<file path="config.mk">
export PLATFORM = sky130hd
export DESIGN_NAME = mem_arbiter
export DESIGN_NICKNAME = d
export VERILOG_FILES = /design/src/rtl/mem_pkg.sv /design/src/rtl/rr_arbiter2.sv /design/src/rtl/mem_arbiter.sv
export SDC_FILE = /design/constraint.sdc
export NUM_CORES = 1
export LEC_CHECK = 0
export ABC_CLOCK_PERIOD_IN_PS = 4300
export BUFFER_PORTS_ARGS = -buffer_cell sky130_fd_sc_hd__buf_4
export CORE_MARGIN = 2
export CORE_UTILIZATION = 35
export CTS_CLUSTER_SIZE = 30
export DETAILED_ROUTE_END_ITERATION = 6
export GPL_TIMING_DRIVEN = 0
export HOLD_SLACK_MARGIN = 0.02
export PLACE_DENSITY_LB_ADDON = 0.1
export SKIP_CTS_REPAIR_TIMING = 1
export SYNTH_ARGS = -nofsm -noshare
export SYNTH_HDL_FRONTEND = slang
export SYNTH_SLANG_ARGS = --single-unit
</file>
<file path="constraint.sdc">
create_clock -name clk -period 4.3 [get_ports clk]
set_input_delay 0.215 -clock clk [delete_from_list [all_inputs] [get_ports clk]]
set_output_delay 0.215 -clock clk [all_outputs]
set_load 0.01 [all_outputs]
</file>
<file path="src/rtl/mem_pkg.sv">
`default_nettype none
// ============================================================================
// Module   : mem_pkg
// Purpose  : Memory-port control encodings and arbiter state type.
// Revision : 1.0 - initial release
// ============================================================================
package mem_pkg;

    localparam logic [1:0] c_WC_NONE = 2'b00;
    localparam logic [1:0] c_WC_HALF = 2'b01;
    localparam logic [1:0] c_WC_BYTE = 2'b10;
    localparam logic [1:0] c_WC_WORD = 2'b11;

    localparam logic [2:0] c_RC_NONE = 3'b000;
    localparam logic [2:0] c_RC_LW   = 3'b001;
    localparam logic [2:0] c_RC_LHU  = 3'b010;
    localparam logic [2:0] c_RC_LH   = 3'b011;
    localparam logic [2:0] c_RC_LBU  = 3'b100;
    localparam logic [2:0] c_RC_LB   = 3'b101;

    typedef enum logic [1:0] {
        IDLE   = 2'd0,
        ACCESS = 2'd1,
        RESP   = 2'd2
    } arb_state_t;

    function automatic logic is_load(input logic [2:0] rc);
        return (rc >= c_RC_LW) && (rc <= c_RC_LB);
    endfunction

endpackage
`default_nettype wire

</file>
<file path="src/rtl/rr_arbiter2.sv">
`default_nettype none
// ============================================================================
// Module   : rr_arbiter2
// Purpose  : Two-way round-robin arbiter; bit 0 = I-port, bit 1 = D-port.
// Revision : 1.0 - initial release
// ============================================================================
module rr_arbiter2 #(
    parameter int RESET_PRIO = 0
) (
    input  logic       clk,
    input  logic       rst,
    input  logic [1:0] i_req,
    input  logic       i_advance,
    output logic [1:0] o_grant
);

    logic r_prio;   // 0 favours the I-port on a tie, 1 favours the D-port

    always_comb begin
        o_grant = i_req;
        if (i_req == 2'b11) begin
            o_grant = r_prio ? 2'b10 : 2'b01;
        end
    end

    always_ff @(posedge clk or posedge rst) begin
        if (rst) begin
            r_prio <= (RESET_PRIO != 0);
        end else if (i_advance && (o_grant != 2'b00)) begin
            r_prio <= o_grant[0];
        end
    end

endmodule
`default_nettype wire

</file>
<file path="src/rtl/mem_arbiter.sv">
`default_nettype none
// ============================================================================
// Module   : mem_arbiter
// Purpose  : Shares one RAM port between instruction fetch and data access.
// Revision : 1.0 - initial release
// ============================================================================
module mem_arbiter
    import mem_pkg::*;
#(
    parameter int RESET_PRIO = 0
) (
    input  logic        clk,
    input  logic        rst,
    input  logic        i_req,
    input  logic [31:0] i_addr,
    output logic        i_ack,
    output logic [31:0] i_rdata,
    input  logic        d_req,
    input  logic [31:0] d_addr,
    input  logic [31:0] d_wdata,
    input  logic [1:0]  d_write_ctrl,
    input  logic [2:0]  d_read_ctrl,
    output logic        d_ack,
    output logic [31:0] d_rdata,
    output logic [31:0] mem_addr,
    output logic [31:0] mem_wdata,
    output logic [1:0]  mem_write_ctrl,
    output logic [2:0]  mem_read_ctrl,
    input  logic [31:0] mem_rdata,
    output logic        busy
);

    arb_state_t  r_state;
    arb_state_t  w_next;
    logic [1:0]  w_grant;
    logic        w_take;

    logic [31:0] r_addr;
    logic [31:0] r_wdata;
    logic [1:0]  r_wctrl;
    logic [2:0]  r_rctrl;
    logic        r_win_d;

    logic [31:0] w_addr;
    logic [31:0] w_wdata;
    logic [1:0]  w_wctrl;
    logic [2:0]  w_rctrl;

    assign w_take = (r_state == IDLE) && (i_req || d_req);

    rr_arbiter2 #(
        .RESET_PRIO (RESET_PRIO)
    ) u_rr (
        .clk       (clk),
        .rst       (rst),
        .i_req     ({d_req, i_req}),
        .i_advance (w_take),
        .o_grant   (w_grant)
    );

    // Request decode: a D-port no-op latches all-zero fields so the RAM bus stays idle.
    always_comb begin
        w_addr  = 32'd0;
        w_wdata = 32'd0;
        w_wctrl = c_WC_NONE;
        w_rctrl = c_RC_NONE;
        if (w_grant[0]) begin
            w_addr  = i_addr;
            w_rctrl = c_RC_LW;
        end else if (d_write_ctrl != c_WC_NONE) begin
            w_addr  = d_addr;
            w_wdata = d_wdata;
            w_wctrl = d_write_ctrl;
        end else if (is_load(d_read_ctrl)) begin
            w_addr  = d_addr;
            w_rctrl = d_read_ctrl;
        end
    end

    always_ff @(posedge clk or posedge rst) begin
        if (rst) begin
            r_addr  <= 32'd0;
            r_wdata <= 32'd0;
            r_wctrl <= c_WC_NONE;
            r_rctrl <= c_RC_NONE;
            r_win_d <= 1'b0;
        end else if (w_take) begin
            r_addr  <= w_addr;
            r_wdata <= w_wdata;
            r_wctrl <= w_wctrl;
            r_rctrl <= w_rctrl;
            r_win_d <= w_grant[1];
        end
    end

    always_ff @(posedge clk or posedge rst) begin
        if (rst) begin
            r_state <= IDLE;
        end else begin
            r_state <= w_next;
        end
    end

    always_comb begin
        w_next = r_state;
        case (r_state)
            IDLE:    w_next = w_take ? ACCESS : IDLE;
            ACCESS:  w_next = RESP;
            RESP:    w_next = IDLE;
            default: w_next = IDLE;
        endcase
    end

    // Bus is driven purely from state, so an async reset idles it at once.
    always_comb begin
        mem_addr       = 32'd0;
        mem_wdata      = 32'd0;
        mem_write_ctrl = c_WC_NONE;
        mem_read_ctrl  = c_RC_NONE;
        i_ack          = 1'b0;
        d_ack          = 1'b0;
        case (r_state)
            ACCESS: begin
                mem_addr       = r_addr;
                mem_wdata      = r_wdata;
                mem_write_ctrl = r_wctrl;
                mem_read_ctrl  = r_rctrl;
            end
            RESP: begin
                i_ack = ~r_win_d;
                d_ack = r_win_d;
            end
            default: ;
        endcase
    end

    assign busy = (r_state != IDLE);

    always_ff @(posedge clk or posedge rst) begin
        if (rst) begin
            i_rdata <= 32'd0;
            d_rdata <= 32'd0;
        end else if (r_state == ACCESS) begin
            if (r_win_d) begin
                d_rdata <= (r_rctrl != c_RC_NONE) ? mem_rdata : 32'd0;
            end else begin
                i_rdata <= mem_rdata;
            end
        end
    end

endmodule
`default_nettype wire

</file>
==> metrics <==
wire length of the first global-routing pass 30400 um; number of antenna violations at the first check in global routing 0; Tightest Pin Transition 610 ps; PnR worst setup slack 2250 ps; Initial Util 0.355; Detail Route Antenna Nets 0; crit path cell chain nor2b_1 > buf_4 > clkbuf_1 > and2_1 > buf_4; clock tree root driver cell sky130_fd_sc_hd__clkbuf_16; Cell Count, Final, Fillers Out roughly 1100; path category of the worst min-delay check in2reg; worst-path cell with the longest stage delay sky130_fd_sc_hd__dfrtp_1; clock buffer depth 2; Power per Cell Area slightly above 700 nW/um2; core outline area 17800 um2; Post-Place Cells about 1100; sequential fraction of the synthesis area 0.541; reg-to-reg setup timing slack 2610 ps; Final Net Count between 1000 and 1500; critical path startpoint category flip-flop; remaining global-route overflow 0; Worst Hold Path EP r_wdata[19]; setup repair after global routing missed its margin false; DP Wirelength 14000 um; number of warnings issued by yosys 0; IO Pins roughly 270; # rows a little under 50; share of the clock period used by the worst path 0.478; all-layer global routing usage 0.200; Initial DRC Count 204; TritonCTS clock tree yes; Max FO, Critical Path 10; type of the worst setup path reg2out; synthesis-to-finish area growth 52.6%; die outline height about 140 um; most area-consuming cells after synthesis sky130_fd_sc_hd__dfrtp_1, sky130_fd_sc_hd__mux2_4, sky130_fd_sc_hd__and2_1; count of buffers inserted at the top-level ports around 270; max-cap violation count 0; Clk pin slew, worst setup/hold paths 60 ps; Top cell by count, worst path sky130_fd_sc_hd__buf_4; H-tree depth 4; total design power about 7 mW; number of antenna diodes 0; first-pass detailed-route iteration total 4; vias about 5500; weighted congestion reported at the end of routability-driven placement 0.780; reg-to-reg critical path endpoint r_wdata[7]; net count after synthesis 712; flop and latch count out of synthesis ~140; via count of the first global-routing pass around 5700; residual DRC count 0; leakage slightly below 5 nW; result of the run completed; Min-Delay Startpoint d_wdata[19]; r2r worst-path depth 7; clk_lat worst skew about 420 ps; start of the worst register-to-register path r_state[1]; DIE AREA roughly 19000 um2; mean instance size in the synthesized netlist about 11 um2; total count of hold-check failures in the final report 0; number of unique standard cell types used by synthesis 31; setup slack after placement 2550 ps; Synth top area share 0.541; final wirelength 19200 um; die width about 140 um; final count of negative-setup-slack endpoints 0; required time of the critical path roughly 4100 ps; final period demand of the worst path approximately 2100 ps; final hold slack approximately 23 ps; Synth Instances around 580; mean number of vias per cell 4.79; final total negative setup slack 0 ps; Layout Skew about 9.4 ps; routed wirelength normalized by instance count 16.7 um; peak clock frequency supported by timing around 0.49 GHz; arrival time reported for the critical path endpoint 1840 ps; layout cell share with drive strength beyond 1 0.466; cell depth of the worst hold path 3; VDD IR-drop max 0.000432 V; Sink Count between 100 and 150; cell area after technology mapping 6340 um2; largest area contributor in the netlist sky130_fd_sc_hd__dfrtp_1; Worst path max stage delay about 380 ps; kind of capture point of the worst setup path primary output; Final Slew Violations 0; Slew headroom 0.593; pin count of the biggest net entering global routing 74; number of CTS-inserted buffers 17
==> cell families (layout without fill, tap and decap cells) <==
family                 count (synthesis)  after routing  share of synthesized area
flip-flops                           137            137                      0.541
buffers and inverters                 48            389                     0.0417
multiplexers                          32             32                     0.0746
AND/OR/NAND/NOR                      250            250                      0.218
AO/OA/AOI/OAI                        108            108                      0.125
==> power by group <==
part / switching, mW / leakage (nW) / internal [mW]
clock: 0.611 / 0.295 / 0.930
sequential: 0.338 / 1.70 / 1.92
combinational: 1.56 / 2.85 / 1.59
==> state kept, by name, indices dropped and copies added (netlist names) <==
name	cells
d_rdata	32
i_rdata	32
r_addr	32
r_wdata	32
r_rctrl	3
r_state	2
r_wctrl	2
r_win_d	1
u_rr.r_prio	1
==> metal layers <==
metal,track usage,vias up,share of wire
met1,0.244,2653,0.42
met2,0.333,200,0.49
met4,0.0564,0,0.011
met5,0,-,0
li1,-,2612,-
met3,0.0746,14,0.085
==> cell type report <==
cell class,count,area (um2)
fill,1616,8170
sequential,137,3430
multi-input combinational,390,2650
timing repair buffer,309,2430
clock buffer,18,429
tap,229,287
buffer,45,253
clock inverter,14,186
inverter,3,16.3
==> metrics by stage <==
step                      utilization  instance area, um2
after floorplan                     -                6340
after global placement          0.486                8670
after detailed placement        0.488                8700
after CTS                       0.522                9320
after global routing            0.542                9680
final                           0.542                9680
==> worst max-delay path by stage <==
stage,startpoint,endpoint,depth (start not counted)
after floorplan,rst,d_rdata[0],1
after detailed placement,r_state[1],r_wdata[7],7
after global routing,r_state[0],mem_wdata[2],5
after global placement,rst,r_wdata[11],2
after CTS,r_state[0],mem_wdata[2],5
final,r_state[0],mem_wdata[2],5
==> synth_stat cells <==
cell                       instances
sky130_fd_sc_hd__nor2_1           36
sky130_fd_sc_hd__and3b_1           1
sky130_fd_sc_hd__a21oi_1          36
sky130_fd_sc_hd__nand4b_1          2
sky130_fd_sc_hd__a31oi_1           1
sky130_fd_sc_hd__a22o_1           34
sky130_fd_sc_hd__nand3_1          34
sky130_fd_sc_hd__mux2_1            2
sky130_fd_sc_hd__nor3b_1           1
sky130_fd_sc_hd__a21boi_2          1
sky130_fd_sc_hd__nand3_2          30
sky130_fd_sc_hd__clkbuf_1         16
sky130_fd_sc_hd__mux2_4           30
sky130_fd_sc_hd__nand2_1          70
sky130_fd_sc_hd__nor3_1            1
sky130_fd_sc_hd__nand2_4           1
sky130_fd_sc_hd__dfrtp_1         137
sky130_fd_sc_hd__buf_4             5
sky130_fd_sc_hd__inv_1             2
sky130_fd_sc_hd__nor2_2            1
sky130_fd_sc_hd__a211o_1           1
sky130_fd_sc_hd__buf_6             6
sky130_fd_sc_hd__a21oi_2          30
sky130_fd_sc_hd__or3_1             1
sky130_fd_sc_hd__inv_2             1
sky130_fd_sc_hd__o21ai_1           5
sky130_fd_sc_hd__buf_2            16
sky130_fd_sc_hd__buf_1             2
sky130_fd_sc_hd__nor2b_1           2
sky130_fd_sc_hd__and2_1           69
sky130_fd_sc_hd__nand2_2           1
==> cell usage in the layout, fill, tap and decap left out, types with 5 or more instances in the layout <==
cell type / count
sky130_fd_sc_hd__dfrtp_1: 137
sky130_fd_sc_hd__dlygate4sd3_1: 36
sky130_fd_sc_hd__a21oi_2: 30
sky130_fd_sc_hd__buf_6: 6
sky130_fd_sc_hd__inv_6: 7
sky130_fd_sc_hd__clkbuf_16: 17
sky130_fd_sc_hd__nand3_1: 34
sky130_fd_sc_hd__a21oi_1: 36
sky130_fd_sc_hd__mux2_4: 30
sky130_fd_sc_hd__and2_1: 69
sky130_fd_sc_hd__nand2_1: 70
sky130_fd_sc_hd__nand3_2: 30
sky130_fd_sc_hd__clkbuf_1: 17
sky130_fd_sc_hd__buf_2: 16
sky130_fd_sc_hd__buf_4: 277
sky130_fd_sc_hd__nor2_1: 36
sky130_fd_sc_hd__o21ai_1: 5
sky130_fd_sc_hd__a22o_1: 34
==> worst max-delay path, delay by kind of cell (launching register included) <==
family,cells,cell delay [ps]
and+or+nand+nor,2,360
DFF,1,380
buffers and inverters,3,690
(Power assumes the default switching activity.)
